[src/rtl/hyperbus_pkg.sv]
// Shared types, constants and the round-robin helper for the hyperbus
// arbiter and its pointer sub-module.
package hyperbus_pkg;

    typedef enum logic [2:0] {
        ST_IDLE = 3'b001,
        ST_XFER = 3'b010,
        ST_GAP  = 3'b100
    } state_e;

    localparam int         MAX_PORTS = 4;
    localparam logic [7:0] MASK_ALL  = 8'hFF;

    // Offsets 1..nports from last; offset nports is last itself, so the
    // previous winner gets the lowest priority. Returns last when nothing
    // is requested; callers gate with their own "any request" flag.
    function automatic logic [1:0] rr_next(
        input logic [MAX_PORTS-1:0] req,
        input logic [1:0]           last,
        input int                   nports
    );
        logic [1:0] pick;
        int         idx;
        pick = last;
        for (int k = MAX_PORTS; k >= 1; k--) begin
            if (k <= nports) begin
                idx = (int'(last) + k) % nports;
                if (req[idx[1:0]]) begin
                    pick = idx[1:0];
                end
            end
        end
        return pick;
    endfunction

endpackage

[src/rtl/hyperbus_rr_arb.sv]
// Combinational round-robin picker with a registered last-grant pointer.
// The pointer resets to the highest port so port 0 wins the first pick.
module hyperbus_rr_arb
    import hyperbus_pkg::*;
#(
    parameter int NPORTS = 2
) (
    input  logic                                  clk,
    input  logic                                  rst_n,
    input  logic [NPORTS-1:0]                     req_i,
    input  logic                                  take_i,
    output logic [((NPORTS > 1) ? $clog2(NPORTS) : 1)-1:0] gnt_idx_o,
    output logic                                  gnt_vld_o
);

    localparam int IDX_W = (NPORTS > 1) ? $clog2(NPORTS) : 1;

    logic [MAX_PORTS-1:0] req_pad;
    logic [IDX_W-1:0]     last_q;
    logic [IDX_W-1:0]     last_d;

    always_comb begin
        req_pad              = '0;
        req_pad[NPORTS-1:0]  = req_i;
        gnt_vld_o            = |req_i;
        gnt_idx_o            = IDX_W'(rr_next(req_pad, 2'(last_q), NPORTS));
        last_d               = last_q;
        if (take_i) begin
            last_d = gnt_idx_o;
        end
    end

    always_ff @(posedge clk or negedge rst_n) begin
        if (!rst_n) begin
            last_q <= IDX_W'(NPORTS - 1);
        end else begin
            last_q <= last_d;
        end
    end

endmodule

[src/rtl/hyperbus_arbiter.sv]
// Shares one hyperbus leader controller between NPORTS burst requesters:
// round-robin grant, wrq/rrq handshake, word counting, gap and timeout.
module hyperbus_arbiter
    import hyperbus_pkg::*;
#(
    parameter int NPORTS      = 2,
    parameter int ADDR_LENGTH = 32,
    parameter int DATA_W      = 16,
    parameter int LEN_W       = 8,
    parameter int GAP_CYCLES  = 4,
    parameter int TIMEOUT     = 1023
) (
    input  logic                            clk,
    input  logic                            rst_n,
    input  logic [NPORTS-1:0]               req_i,
    input  logic [NPORTS-1:0]               we_i,
    input  logic [NPORTS-1:0]               regsp_i,
    input  logic [NPORTS*ADDR_LENGTH-1:0]   adr_i,
    input  logic [NPORTS*LEN_W-1:0]         len_i,
    output logic [NPORTS-1:0]               ack_o,
    input  logic [NPORTS*DATA_W-1:0]        wdat_i,
    input  logic [NPORTS*(DATA_W/8)-1:0]    wmask_i,
    output logic [NPORTS-1:0]               wrdy_o,
    output logic [DATA_W-1:0]               rdat_o,
    output logic [NPORTS-1:0]               rvld_o,
    output logic [NPORTS-1:0]               done_o,
    output logic [NPORTS-1:0]               err_o,
    output logic [ADDR_LENGTH-1:0]          hb_adr_o,
    output logic [DATA_W-1:0]               hb_dat_o,
    output logic [DATA_W/8-1:0]             hb_mask_o,
    output logic                            hb_regsp_o,
    output logic                            hb_wrq_o,
    output logic                            hb_rrq_o,
    input  logic                            hb_ready_i,
    input  logic                            hb_valid_i,
    input  logic [DATA_W-1:0]               hb_dat_i
);

    localparam int IDX_W  = (NPORTS > 1) ? $clog2(NPORTS) : 1;
    localparam int MASK_W = DATA_W / 8;
    localparam int TMR_W  = $clog2(TIMEOUT + 1);
    localparam int GAP_W  = $clog2(GAP_CYCLES + 1);

    logic [IDX_W-1:0] arb_idx;
    logic             arb_vld;
    logic             arb_take;

    hyperbus_rr_arb #(
        .NPORTS (NPORTS)
    ) u_rr_arb (
        .clk       (clk),
        .rst_n     (rst_n),
        .req_i     (req_i),
        .take_i    (arb_take),
        .gnt_idx_o (arb_idx),
        .gnt_vld_o (arb_vld)
    );

    state_e                  state_q, state_d;
    logic [IDX_W-1:0]        gnt_q, gnt_d;
    logic [ADDR_LENGTH-1:0]  adr_q, adr_d;
    logic                    we_q, we_d;
    logic                    regsp_q, regsp_d;
    logic [LEN_W:0]          len_q, len_d;
    logic [LEN_W:0]          cnt_q, cnt_d;
    logic [TMR_W-1:0]        timer_q, timer_d;
    logic [GAP_W-1:0]        gap_q, gap_d;
    logic                    wrq_q, wrq_d;
    logic                    rrq_q, rrq_d;
    logic [NPORTS-1:0]       ack_q, ack_d;
    logic [NPORTS-1:0]       done_q, done_d;
    logic [NPORTS-1:0]       err_q, err_d;
    logic [NPORTS-1:0]       rvld_q, rvld_d;
    logic [DATA_W-1:0]       rdat_q, rdat_d;

    logic [LEN_W-1:0]        len_raw;
    logic [LEN_W:0]          len_sel;
    logic [LEN_W:0]          cnt_inc;
    logic                    wr_active;
    logic                    wr_fire;
    logic                    rd_fire;
    logic                    fire;
    logic                    last_word;

    // A word only counts while the request is up and the burst is short
    // of its length; ready/valid overrun after the last word is ignored.
    always_comb begin
        len_raw   = len_i[arb_idx*LEN_W +: LEN_W];
        len_sel   = (len_raw == '0) ? (LEN_W+1)'(1) : {1'b0, len_raw};
        wr_active = (state_q == ST_XFER) && wrq_q && (cnt_q < len_q);
        wr_fire   = wr_active && hb_ready_i;
        rd_fire   = (state_q == ST_XFER) && rrq_q && hb_valid_i && (cnt_q < len_q);
        fire      = wr_fire || rd_fire;
        cnt_inc   = cnt_q + 1'b1;
        last_word = fire && (cnt_inc == len_q);
    end

    always_comb begin
        state_d  = state_q;
        gnt_d    = gnt_q;
        adr_d    = adr_q;
        we_d     = we_q;
        regsp_d  = regsp_q;
        len_d    = len_q;
        cnt_d    = cnt_q;
        timer_d  = timer_q;
        gap_d    = gap_q;
        wrq_d    = wrq_q;
        rrq_d    = rrq_q;
        rdat_d   = rdat_q;
        ack_d    = '0;
        done_d   = '0;
        err_d    = '0;
        rvld_d   = '0;
        arb_take = 1'b0;

        case (state_q)
            ST_IDLE: begin
                if (arb_vld) begin
                    arb_take       = 1'b1;
                    gnt_d          = arb_idx;
                    adr_d          = adr_i[arb_idx*ADDR_LENGTH +: ADDR_LENGTH];
                    we_d           = we_i[arb_idx];
                    regsp_d        = regsp_i[arb_idx];
                    len_d          = len_sel;
                    cnt_d          = '0;
                    timer_d        = '0;
                    ack_d[arb_idx] = 1'b1;
                    state_d        = ST_XFER;
                end
            end

            ST_XFER: begin
                // First XFER cycle is the ack cycle; the request rises after it.
                if (ack_q != '0) begin
                    wrq_d = we_q;
                    rrq_d = !we_q;
                end else if (fire) begin
                    cnt_d   = cnt_inc;
                    timer_d = '0;
                    if (rd_fire) begin
                        rvld_d[gnt_q] = 1'b1;
                        rdat_d        = hb_dat_i;
                    end
                    if (last_word) begin
                        wrq_d         = 1'b0;
                        rrq_d         = 1'b0;
                        done_d[gnt_q] = 1'b1;
                        gap_d         = '0;
                        state_d       = ST_GAP;
                    end
                end else if (timer_q == TMR_W'(TIMEOUT - 1)) begin
                    wrq_d         = 1'b0;
                    rrq_d         = 1'b0;
                    done_d[gnt_q] = 1'b1;
                    err_d[gnt_q]  = 1'b1;
                    gap_d         = '0;
                    state_d       = ST_GAP;
                end else begin
                    timer_d = timer_q + 1'b1;
                end
            end

            ST_GAP: begin
                if (gap_q == GAP_W'(GAP_CYCLES - 1)) begin
                    state_d = ST_IDLE;
                end else begin
                    gap_d = gap_q + 1'b1;
                end
            end

            default: begin
                state_d = ST_IDLE;
                wrq_d   = 1'b0;
                rrq_d   = 1'b0;
            end
        endcase
    end

    always_ff @(posedge clk or negedge rst_n) begin
        if (!rst_n) begin
            state_q <= ST_IDLE;
            gnt_q   <= '0;
            adr_q   <= '0;
            we_q    <= 1'b0;
            regsp_q <= 1'b0;
            len_q   <= '0;
            cnt_q   <= '0;
            timer_q <= '0;
            gap_q   <= '0;
            wrq_q   <= 1'b0;
            rrq_q   <= 1'b0;
            ack_q   <= '0;
            done_q  <= '0;
            err_q   <= '0;
            rvld_q  <= '0;
            rdat_q  <= '0;
        end else begin
            state_q <= state_d;
            gnt_q   <= gnt_d;
            adr_q   <= adr_d;
            we_q    <= we_d;
            regsp_q <= regsp_d;
            len_q   <= len_d;
            cnt_q   <= cnt_d;
            timer_q <= timer_d;
            gap_q   <= gap_d;
            wrq_q   <= wrq_d;
            rrq_q   <= rrq_d;
            ack_q   <= ack_d;
            done_q  <= done_d;
            err_q   <= err_d;
            rvld_q  <= rvld_d;
            rdat_q  <= rdat_d;
        end
    end

    // Write data path is combinational so the controller sees the granted
    // port's word in the same cycle it asserts ready.
    always_comb begin
        hb_dat_o  = '0;
        hb_mask_o = MASK_W'(MASK_ALL);
        wrdy_o    = '0;
        if (wr_active) begin
            hb_dat_o      = wdat_i[gnt_q*DATA_W +: DATA_W];
            hb_mask_o     = wmask_i[gnt_q*MASK_W +: MASK_W];
            wrdy_o[gnt_q] = hb_ready_i;
        end
    end

    assign ack_o      = ack_q;
    assign done_o     = done_q;
    assign err_o      = err_q;
    assign rvld_o     = rvld_q;
    assign rdat_o     = rdat_q;
    assign hb_adr_o   = adr_q;
    assign hb_regsp_o = regsp_q;
    assign hb_wrq_o   = wrq_q;
    assign hb_rrq_o   = rrq_q;

endmodule
[config.mk]
export PLATFORM = sky130hd
export DESIGN_NAME = hyperbus_arbiter
export DESIGN_NICKNAME = d
export VERILOG_FILES = /design/src/rtl/hyperbus_pkg.sv /design/src/rtl/hyperbus_rr_arb.sv /design/src/rtl/hyperbus_arbiter.sv
export SDC_FILE = /design/constraint.sdc
export NUM_CORES = 1
export LEC_CHECK = 0
export BUFFER_PORTS_ARGS = -buffer_cell sky130_fd_sc_hd__clkbuf_2
export CORE_ASPECT_RATIO = 0.6
export CORE_UTILIZATION = 30
export CTS_CLUSTER_SIZE = 40
export DETAILED_ROUTE_END_ITERATION = 10
export PLACE_DENSITY_LB_ADDON = 0.1
export SYNTH_ARGS = -nofsm -noshare
export SYNTH_HDL_FRONTEND = slang
export SYNTH_SLANG_ARGS = --single-unit
[constraint.sdc]
create_clock -name clk -period 2.9 [get_ports clk]
set_input_delay 0.58 -clock clk [delete_from_list [all_inputs] [get_ports clk]]
set_output_delay 0.58 -clock clk [all_outputs]
set_load 0.005 [all_outputs]
Word level (Yosys, flattened, before mapping)
Cells that the tools add are included.

Register bits: 96. Output and inout bits: 79. Word-level logic and storage cells: 141.

$add $sub $neg: 5. Magnitude comparators: 7. Equality and inequality tests: 16. Shifts and indexed selects: 4. Muxes and demuxes: 63. Bitwise gates (word level): 5. Reduce and logical (&&, ||, !) cells: 24.

Operator list (number): 64-bit by 7-bit indexed part select with 32-bit output (1); 10-bit 2-to-1 mux (4); 3-bit 2-to-1 mux (11); 2-bit 2-to-1 mux (16); 32-bit by 6-bit indexed part select with 16-bit output (1); 9-bit 2-to-1 mux (3); 10-bit one-hot mux with 2 select lines (1); 9-bit one-hot mux with 2 select lines (1); 1-bit 2-to-1 mux (17); 16-bit 2-to-1 mux (1); 16-bit by 5-bit indexed part select with 8-bit output (1); 4-bit AND reduction (3); 10-bit by 1-bit adder with 10-bit output (second input constant) (1); 10-bit equality test (second input constant) (1); 2-bit inequality test (second input constant) (5); 5-bit AND reduction (2); 9-bit by 1-bit adder with 9-bit output (second input constant) (1); 9-bit equality test (1); 1-bit logical AND (9); 9-bit < comparator (1); 3-bit one-hot mux with 3 select lines (1); 8-bit logical NOT (1); 8-bit 2-to-1 mux (1); 3-bit by 2-bit equality test with 1-bit output (second input constant) (2); 25 further kinds (38).

Longest topological paths before layout
Gate-level depths: netlist of run 1.

Depth after elaboration: 12. Mapped depth: 10.

By module
From an unflattened synthesis of run 1, not the netlist that was laid out.

Cell total of the unflattened synthesis: 524. Area, all modules: 5098.6 um^2.

By module, submodules not included: hyperbus_arbiter (times used 1, cells each 518, area each 5046.1 um^2, sequential area each 2353.5 um^2); hyperbus_rr_arb (times used 1, cells each 6, area each 52.6 um^2, sequential area each 26.3 um^2).

Least setup slack after synthesis of run 1
OpenSTA, ideal clock, no wires.

Path type: reg2out. Start point: register cnt_q[1]. End point: output port hb_dat_o[10]. Data arrival time: 2029 ps. Data required time: 2320 ps. Path slack: 291 ps. Stages on the path, launching flop included: 9. Path through: dfrtp_1 > ha_1 > nor2b_1 > o21ai_0 > a221oi_1 > nor2_4 > nand2_1 > clkbuf_1 > nor2_1.

Cells in the longest elaborated chain, start to end: 3.

RTL lines: start: declaration (line hyperbus_arbiter.sv:65) `logic [LEN_W:0] cnt_q, cnt_d;`; start signal: assignment (line hyperbus_arbiter.sv:205) `cnt_q <= cnt_d;`; 9-bit < comparator (line hyperbus_arbiter.sv:90) `wr_active = (state_q == ST_XFER) && wrq_q && (cnt_q < len_q);`; 1-bit logical AND (line hyperbus_arbiter.sv:90); 16-bit 2-to-1 mux (line hyperbus_arbiter.sv:224) `if (wr_active) begin`; end: declaration (line hyperbus_arbiter.sv:29) `output logic [DATA_W-1:0] hb_dat_o,`.

No other way between the ends.

Final worst setup path of run 1
Start point: register len_q[5]. End point: output port wrdy_o[0].

Cells in the longest elaborated chain, start to end: 3.

RTL lines: start: declaration (line hyperbus_arbiter.sv:64) `logic [LEN_W:0] len_q, len_d;`; start signal: assignment (line hyperbus_arbiter.sv:204) `len_q <= len_d;`; 9-bit < comparator (line hyperbus_arbiter.sv:90); 1-bit logical AND (line hyperbus_arbiter.sv:90); 2-bit 2-to-1 mux (line hyperbus_arbiter.sv:224); end: declaration (line hyperbus_arbiter.sv:23) `output logic [NPORTS-1:0] wrdy_o,`.

No other way between the ends.

==> results of run 1 <==
-- repair_timing --
| item | in CTS | in global routing |
|---|---|---|
| gates cloned | 0 | 0 |
| resized for setup | 4 | 9 |
| setup endpoints to repair | 20 | 24 |
| pin swaps | 2 | 3 |
| setup buffers | 3 | 2 |
-- worst max-delay path, cell delays in order, from the launching register on --
cell	delay, ps
dfrtp_1	410
inv_1	60
ha_1	200
a21o_1	170
a2111o_1	450
nor2_4	130
nand2_2	80
buf_12	170
nor3b_2	140
buf_2	130
-- flip-flops by register name (all words and copies together) (netlist names), 3 cells and up --
signal,flops
hb_adr_o,32
len_q,8
state_q,3
gap_q,3
rdat_o,16
cnt_q,9
timer_q,10
-- placed cells by master, fill, tap and decap left out, types with 3 or more instances in the layout --
cell type,netlist,routed
nand2b_1,4,4
or2_2,2,3
nor3_1,8,8
and4_1,3,3
and2_1,4,4
o31ai_1,10,10
nor4_1,6,6
nand3_1,10,10
nand2_1,62,61
clkbuf_2,0,216
o21ai_0,55,52
inv_1,14,13
buf_12,0,3
nor2_1,46,46
a21oi_1,9,9
o21ai_1,6,7
buf_2,5,3
mux2i_1,60,60
ha_1,13,12
dfrtp_1,93,93
clkbuf_16,0,9
a21o_1,3,3
xor2_1,8,8
nand4_1,8,8
xnor2_1,8,8
mux2_1,16,16
buf_4,1,30
-- through the flow --
| stage | util [%] | setup WS (ps) | setup TNS [ps] | total power [mW] | hold slack, ps |
|---|---|---|---|---|---|
| 6_report | 42.84 | 33.12 | 0 | 5.423 | 239.6 |
| 5_1_grt | 42.84 | -56.05 | -337.7 | 5.835 | 295.0 |
| 4_1_cts | 42.55 | 10.02 | 0 | 5.461 | 268.1 |
| 3_5_place_dp | 40.40 | 66.60 | 0 | 4.120 | 473.4 |
| 3_3_place_gp | 40.40 | 121.9 | 0 | 4.087 | 464.2 |
| 2_1_floorplan | - | 290.9 | 0 | 3.237 | 284.4 |
-- where the power goes --
group          total [mW]  internal (mW)  switching [mW]
clock                1.28          0.697           0.583
combinational        2.16          0.984            1.18
sequential           1.98           1.70           0.286
total                5.42           3.38            2.05
-- kinds of logic (layout without fill, tap and decap cells) --
| group | after synthesis | after routing | share of synthesized area, % |
|---|---|---|---|
| buffers and inverters | 43 | 282 | 3.452 |
| and+or+nand+nor | 174 | 174 | 16.56 |
| DFF | 95 | 95 | 45.92 |
| AOI/OAI and AO/OA | 109 | 109 | 13.16 |
| adders and majority gates | 13 | 13 | 3.139 |
| xor gates and xnor gates | 16 | 16 | 2.704 |
| muxes | 76 | 76 | 15.07 |
-- layer usage --
layer	track usage, %	up-vias
met1	24.59	2244
met5	0	-
li1	-	2342
met2	26.55	113
met4	3.316	0
met3	5.541	8
-- path summary, 6_finish.rpt --
| kind | to | depth (start not counted) |
|---|---|---|
| min | hb_adr_o[18] | 1 |
| max reg2reg | cnt_q[4] | 9 |
| max in group asynchronous | state_q[2] | 2 |
| min in group clk | rdat_o[14] | 2 |
| min reg2reg | hb_adr_o[16] | 2 |
| max | wrdy_o[0] | 9 |
-- area by class of cell --
type	count	share of cell area, %
inverter	14	0.7401
clock inverter	7	1.339
multi-input combinational	388	37.76
tap	228	4.018
clock buffer	9	3.172
timing repair buffer	252	19.45
sequential	95	33.52
==> results.ini, run 1 <==
[outcome]
status = complete, no violations

[logic_synthesis]
synth_edf_count = 0
avgSynthCellArea_um2 = 9.853
ys_ff_latch = 95
syn_inst = 526
synth_top_flop_cell = dfrtp_1
synth_area_leader_cell = dfrtp_1
synth_cell_types = 63
syn_area_um2 = 5182
yosysMostFrequentCell = dfrtp_1
synth_top_area_share_pct = 44.91
ys_top_cells_by_area = dfrtp_1 (45%), mux2i_1 (12%), o21ai_0 (5.3%), nand2_1 (4.5%), mux2_1 (3.5%)
syn_nets = 681
ys_warn_count = 0
async_reset_ff_share_pct = 100.0
synth_common_cells = dfrtp_1 (93), nand2_1 (62), mux2i_1 (60), o21ai_0 (55), nor2_1 (46)
seq_area_frac_synth_pct = 45.92

[routing]
wl_met2_um = 6746
via_per_inst = 4.740
wl_met1_um = 7163
drc = 0
drtAntennaViolNets = 0
wirelength_um = 14960
highest_layer = met4
routedWlPerCell_um = 15.07
first_iter_violations = 211
num_vias = 4707
wl_met3_um = 949
first_pass_iters = 4

[worst_setup_path]
regToRegSetupSlack_ps = 130
end_kind = output port
startpoint = len_q[5]
rr_startpoint = len_q[5]
worstSetupPathType = reg2out
critPathLaunchType = flop
critical_path_arrival_ps = 2290
cp.required_ps = 2320
path_max_fanout = 17

[global_routing]
groute.usage.overall_pct = 17.59
grt_pass1_wl_um = 24470
overflow = 0
grt_pass1_vias = 4746
grt_start_max_net_pins = 56
antenna_found_initial = 0

[final_layout]
seqCellArea_um2 = 2380
final_area_um2 = 7101
layoutNonFillerInstCount = 993
multi_input_area_um2 = 2681
n_antenna_cell = 0
syn2layout_area_growth_pct = 37.01
nNetsFinal = 915
n_fill_cell = 1695
drive_above_1_share_pct = 37.91

[clocking]
clk_pin_slew_ps = 70
clock_sinks = 95
cts_hold_buf = 0
insertion_delay_ps = 360
clockBufferDepth = 2
htree_num_levels = 3
cts_buffers = 9
cts_tree = done
cts-root-buf = clkbuf_16

[timing]
slew_viol_final = 0
fmax_mhz = 348.8
tightest_slew_ps = 1052
hold_violations = 0
setup_viol = 0
period_needed_ps = 2867
grt_setup_unrepaired = yes
fin_crit_sh_pct = 98.86
relSlewSlack_pct = 29.33
clock_skew_ps = 12.36

[floorplanning]
ios = 221
start_util_pct = 31.27
core_um2 = 16580
row_count = 36
die_y_um = 103.8
die_area_um2 = 17820
dieWidth_um = 171.7

[job]
drv_cap = 0

[worst_hold_path]
hp-class = in2async

[power]
ir_drop_mv = 0.3937
p_leak_nw = 3.637
power_density_nw_per_um2 = 763.7

[placed_design]
port_buffers = 220
place_congestion = 0.8372
dp_hpwl_um = 11740
dp_cells = 972
placed_area_um2 = 6696

No activity file was read; power rests on OpenSTA's default activity.
==> run 2, diff against run 1 <==
--- a/config.mk
+++ b/config.mk
@@ -10,2 +10,3 @@
 export CORE_UTILIZATION = 30
+export CTS_CLUSTER_DIAMETER = 120
 export CTS_CLUSTER_SIZE = 40
--- a/constraint.sdc
+++ b/constraint.sdc
@@ -3,2 +3,2 @@
 set_output_delay 0.58 -clock clk [all_outputs]
-set_load 0.005 [all_outputs]
+set_load 0.05 [all_outputs]
==> results.ini, run 2 (synthesis gave the netlist of run 1 again) <==
[floorplanning]
ios = 221
dieWidth_um = 171.7
die_area_um2 = 17820
core_um2 = 16580
row_count = 36
start_util_pct = 31.27
die_y_um = 103.8

[global_routing]
grt_pass1_wl_um = 24170
grt_start_max_net_pins = 89
antenna_found_initial = 0
grt_pass1_vias = 4725
overflow = 0
groute.usage.overall_pct = 17.25

[power]
ir_drop_mv = 0.4659
p_leak_nw = 3.703
finalPower_mw = 6.347
power_density_nw_per_um2 = 855.4

[clocking]
clk_pin_slew_ps = 70
clockBufferDepth = 2
cts-root-buf = clkbuf_16
insertion_delay_ps = 350
cts_buffers = 9
cts_tree = done
clock_sinks = 95
htree_num_levels = 3

[worst_setup_path]
r2r_cells = 7
end_kind = output port
critPathLaunchType = flop
reg2reg_to = rdat_o[10]
cp.required_ps = 2320
crit_top_cell = nor2_4
regToRegSetupSlack_ps = 160
worstSetupPathType = reg2out
cp_cell_sequence = ha_4 -> a21o_1 -> a2111o_1 -> nor2_4 -> nand2_4 -> buf_12 -> nor2_4 -> buf_8
critical_path_arrival_ps = 2290
critPathMaxStageDelay_ps = 450
rr_startpoint = cnt_q[6]
path_max_fanout = 8
cp_slowest_cell = a2111o_1

[final_layout]
layout_common_cells = clkbuf_2 (199), dfrtp_1 (93), nand2_1 (61)
seqCellArea_um2 = 2380
n_antenna_cell = 0
drive_above_1_share_pct = 40.34
n_fill_cell = 1631
multi_input_area_um2 = 2795
largest_reg_flops = 32
final_common_cell = clkbuf_2
nNetsFinal = 916
syn2layout_area_growth_pct = 43.17

[routing]
routedWlPerCell_um = 15.18
via_per_inst = 4.719
num_vias = 4691
first_iter_violations = 188
drc = 0
wirelength_um = 15090
drtAntennaViolNets = 0
first_pass_iters = 4

[timing]
setup_viol = 0
setup_ws_ps = 34.80
holdWs_ps = 265.2
hold_violations = 0
fin_crit_sh_pct = 98.80
period_needed_ps = 2865
relSlewSlack_pct = 28.57
slew_viol_final = 0
clock_skew_ps = 14.73
tightest_slew_ps = 1068
grt_setup_unrepaired = yes
fmax_mhz = 349.0

[worst_hold_path]
hp-class = in2async

[outcome]
status = complete, no violations

[placed_design]
place_congestion = 0.7968
dp_hpwl_um = 11280
pre_cts_ws_ps = 1.428
port_buffers = 220

[job]
drv_cap = 0

[run 2: area by class of cell]
| class | instances | area share, % |
|---|---|---|
| multi-input cells | 388 | 37.67 |
| flip-flops and latches | 95 | 32.07 |
| repair buffers | 253 | 21.47 |
| well taps | 228 | 3.845 |
| clock buffers | 10 | 3.221 |
| clock inverters | 6 | 1.012 |
| inverters | 14 | 0.7083 |
[run 2: through the flow]
| step | instances | instance area [µm²] | utilization, % | setup TNS [ps] |
|---|---|---|---|---|
| after CTS | 992 | 7286 | 43.95 | -11.82 |
| after detailed placement | 972 | 6716 | 40.52 | 0 |
| after global placement | 972 | 6716 | 40.52 | 0 |
| final | 994 | 7420 | 44.76 | 0 |
| after global routing | 994 | 7420 | 44.76 | -711.5 |
| after floorplan | 526 | 5187 | - | -2177 |
[run 2: metal layers]
layer / share of wire, % / up-vias / global-route usage [%]
li1: - / 2349 / -
met1: 47 / 2219 / 24.11
met2: 46 / 115 / 26.14
met3: 6.4 / 8 / 5.082
met4: 0.65 / 0 / 3.635
met5: 0 / - / 0
[run 2: repair_timing]
item                       in CTS  in global routing
setup endpoints to repair      20                 20
hold buffers                    0                  0
setup buffers                   4                  2
gates resized for setup        59                 42
pin swaps                       3                 19
[run 2: critical path: cells and delay by family, from the launching register on]
family,cells,cell delay (ps)
AOI/OAI and AO/OA,2,600
adders and majority gates,1,250
buffers and inverters,2,340
DFF,1,410
and+or+nand+nor,3,340
[run 2: where the power goes]
group	internal, mW	switching, mW	total [mW]
registers	1.70	0.266	1.96
clock network	0.707	0.549	1.26
logic	1.01	2.12	3.13
[run 2: worst max path at each step]
stage                   end  startpoint  cells past startpoint  slack (ps)
2_1_floorplan  hb_dat_o[10]    cnt_q[6]                      7        -220
3_3_place_gp   hb_dat_o[13]    len_q[1]                     10          70
3_5_place_dp    hb_dat_o[6]    cnt_q[1]                      9           1
4_1_cts         hb_dat_o[6]  state_q[2]                      7          -6
5_1_grt        hb_dat_o[13]    cnt_q[6]                      8         -50
6_report        hb_dat_o[7]    cnt_q[6]                      8          30
==> run 3, diff against run 2 <==
Settings changed: CORE_ASPECT_RATIO 0.6 to 0.75.
==> results.ini, run 3 (synthesis gave the netlist of run 1 again) <==
[worst_setup_path]
cp_slowest_cell = a2111o_1
path_depth = 9
crit_top_cell = buf_12
critPathMaxStageDelay_ps = 420
path_max_fanout = 9
cp.required_ps = 2320
worstSetupPathType = reg2out
crit_buf_inv = 3
r2r_cells = 9
regToRegSetupSlack_ps = 280
critical_path_arrival_ps = 2380
crit_family = compound AO/OA/AOI/OAI gates
end_kind = output port
cp_cell_sequence = inv_2 -> ha_4 -> a21o_1 -> a2111o_1 -> nor2_4 -> nand2_4 -> buf_12 -> nor3b_4 -> buf_12
critPathLaunchType = flop

[clocking]
clockBufferDepth = 2
clk_pin_slew_ps = 70
cts_hold_buf = 0
clock_sinks = 95
htree_num_levels = 3
cts_buffers = 9
cts-root-buf = clkbuf_16
cts_tree = done
insertion_delay_ps = 350

[job]
drv_cap = 0

[placed_design]
port_buffers = 220
pre_cts_ws_ps = -39.36
dp_hpwl_um = 11690
place_congestion = 0.8320

[global_routing]
groute.usage.overall_pct = 17.35
grt_start_max_net_pins = 89
antenna_found_initial = 0
overflow = 0
grt_pass1_vias = 4816
grt_pass1_wl_um = 24180

[power]
p_leak_nw = 3.757
power_density_nw_per_um2 = 853.0
ir_drop_mv = 0.4189

[timing]
slew_viol_final = 0
tns_ps = -253.9
clock_skew_ps = 9.092
fmax_mhz = 338.4
period_needed_ps = 2955
tightest_slew_ps = 991.4
fin_crit_sh_pct = 101.9
setup_viol = 10
grt_setup_unrepaired = yes
setup_ws_ps = -55.27
hold_violations = 0
relSlewSlack_pct = 33.40

[routing]
drc = 0
via_per_inst = 4.841
routedWlPerCell_um = 15.39
first_iter_violations = 211
first_pass_iters = 6
num_vias = 4778
wirelength_um = 15190
drtAntennaViolNets = 0

[floorplanning]
ios = 221
die_y_um = 115.8
row_count = 41
dieWidth_um = 153.8
die_area_um2 = 17810
core_um2 = 16880
start_util_pct = 30.71

[final_layout]
syn2layout_area_growth_pct = 43.96
final_common_cell = clkbuf_2
largest_reg_flops = 32
postLayoutCoreUtil_pct = 44.21
drive_above_1_share_pct = 39.90
layout_common_cells = clkbuf_2 (199), dfrtp_1 (93), nand2_1 (61)
nNetsFinal = 922
n_antenna_cell = 0

[outcome]
violations = negative setup slack
status = complete, but fails checks

[worst_hold_path]
hp-class = in2async

## run 3: routing by layer
layer	routed length, µm	global-route usage, %	vias to the layer above
met3	821	4.974	15
li1	-	-	2359
met4	199	5.267	0
met2	7323	28.94	120
met5	0	0	-
met1	6840	21.96	2284
## run 3: worst register-to-register path: stages, from the launching register on
cell	delay, ps
dfrtp_1	390
inv_2	80
ha_4	200
a21o_1	150
a2111o_1	420
nor2_4	150
buf_4	130
buf_6	100
and4_2	500
mux2_1	380
## run 3: area by class of cell
type	count	area, µm²
multi-input combinational	388	2759
tap	215	269.0
timing repair buffer	259	1685
fill	1621	9417
inverter	14	52.55
clock inverter	6	76.32
clock buffer	10	239.0
sequential	95	2380
## run 3: per-stage QoR
step / hold WS (ps) / std cells / power (mW) / cell area, µm²
2_1_floorplan: 284.4 / 526 / 4.111 / 5187
3_3_place_gp: 465.9 / 962 / 5.008 / 6825
3_5_place_dp: 469.5 / 962 / 5.044 / 6825
4_1_cts: 276.2 / 979 / 6.352 / 7274
5_1_grt: 317.8 / 987 / 6.762 / 7461
6_report: 264.9 / 987 / 6.364 / 7461
## run 3: final timing paths
| kind | startpoint | end |
|---|---|---|
| max | len_q[6] | wrdy_o[0] |
| min | rst_n | cnt_q[3] |
| max reg2reg | len_q[6] | rdat_o[14] |
| min reg2reg | hb_adr_o[27] | hb_adr_o[27] |
| max in group asynchronous | rst_n | done_o[1] |
| min in group clk | hb_dat_i[11] | rdat_o[11] |
## run 3: where the power goes
| group | leakage (nW) | internal, mW | switching (mW) | total [mW] |
|---|---|---|---|---|
| sequential | 1.23 | 1.70 | 0.270 | 1.97 |
| combinational | 2.37 | 1.04 | 2.11 | 3.15 |
| clock | 0.149 | 0.707 | 0.544 | 1.25 |
## run 3: what timing repair did
item / in CTS / in global routing
resized for setup: 32 / 30
setup buffers: 1 / 7
cloned: 0 / 1
pin swaps: 2 / 9
setup endpoints to repair: 36 / 36
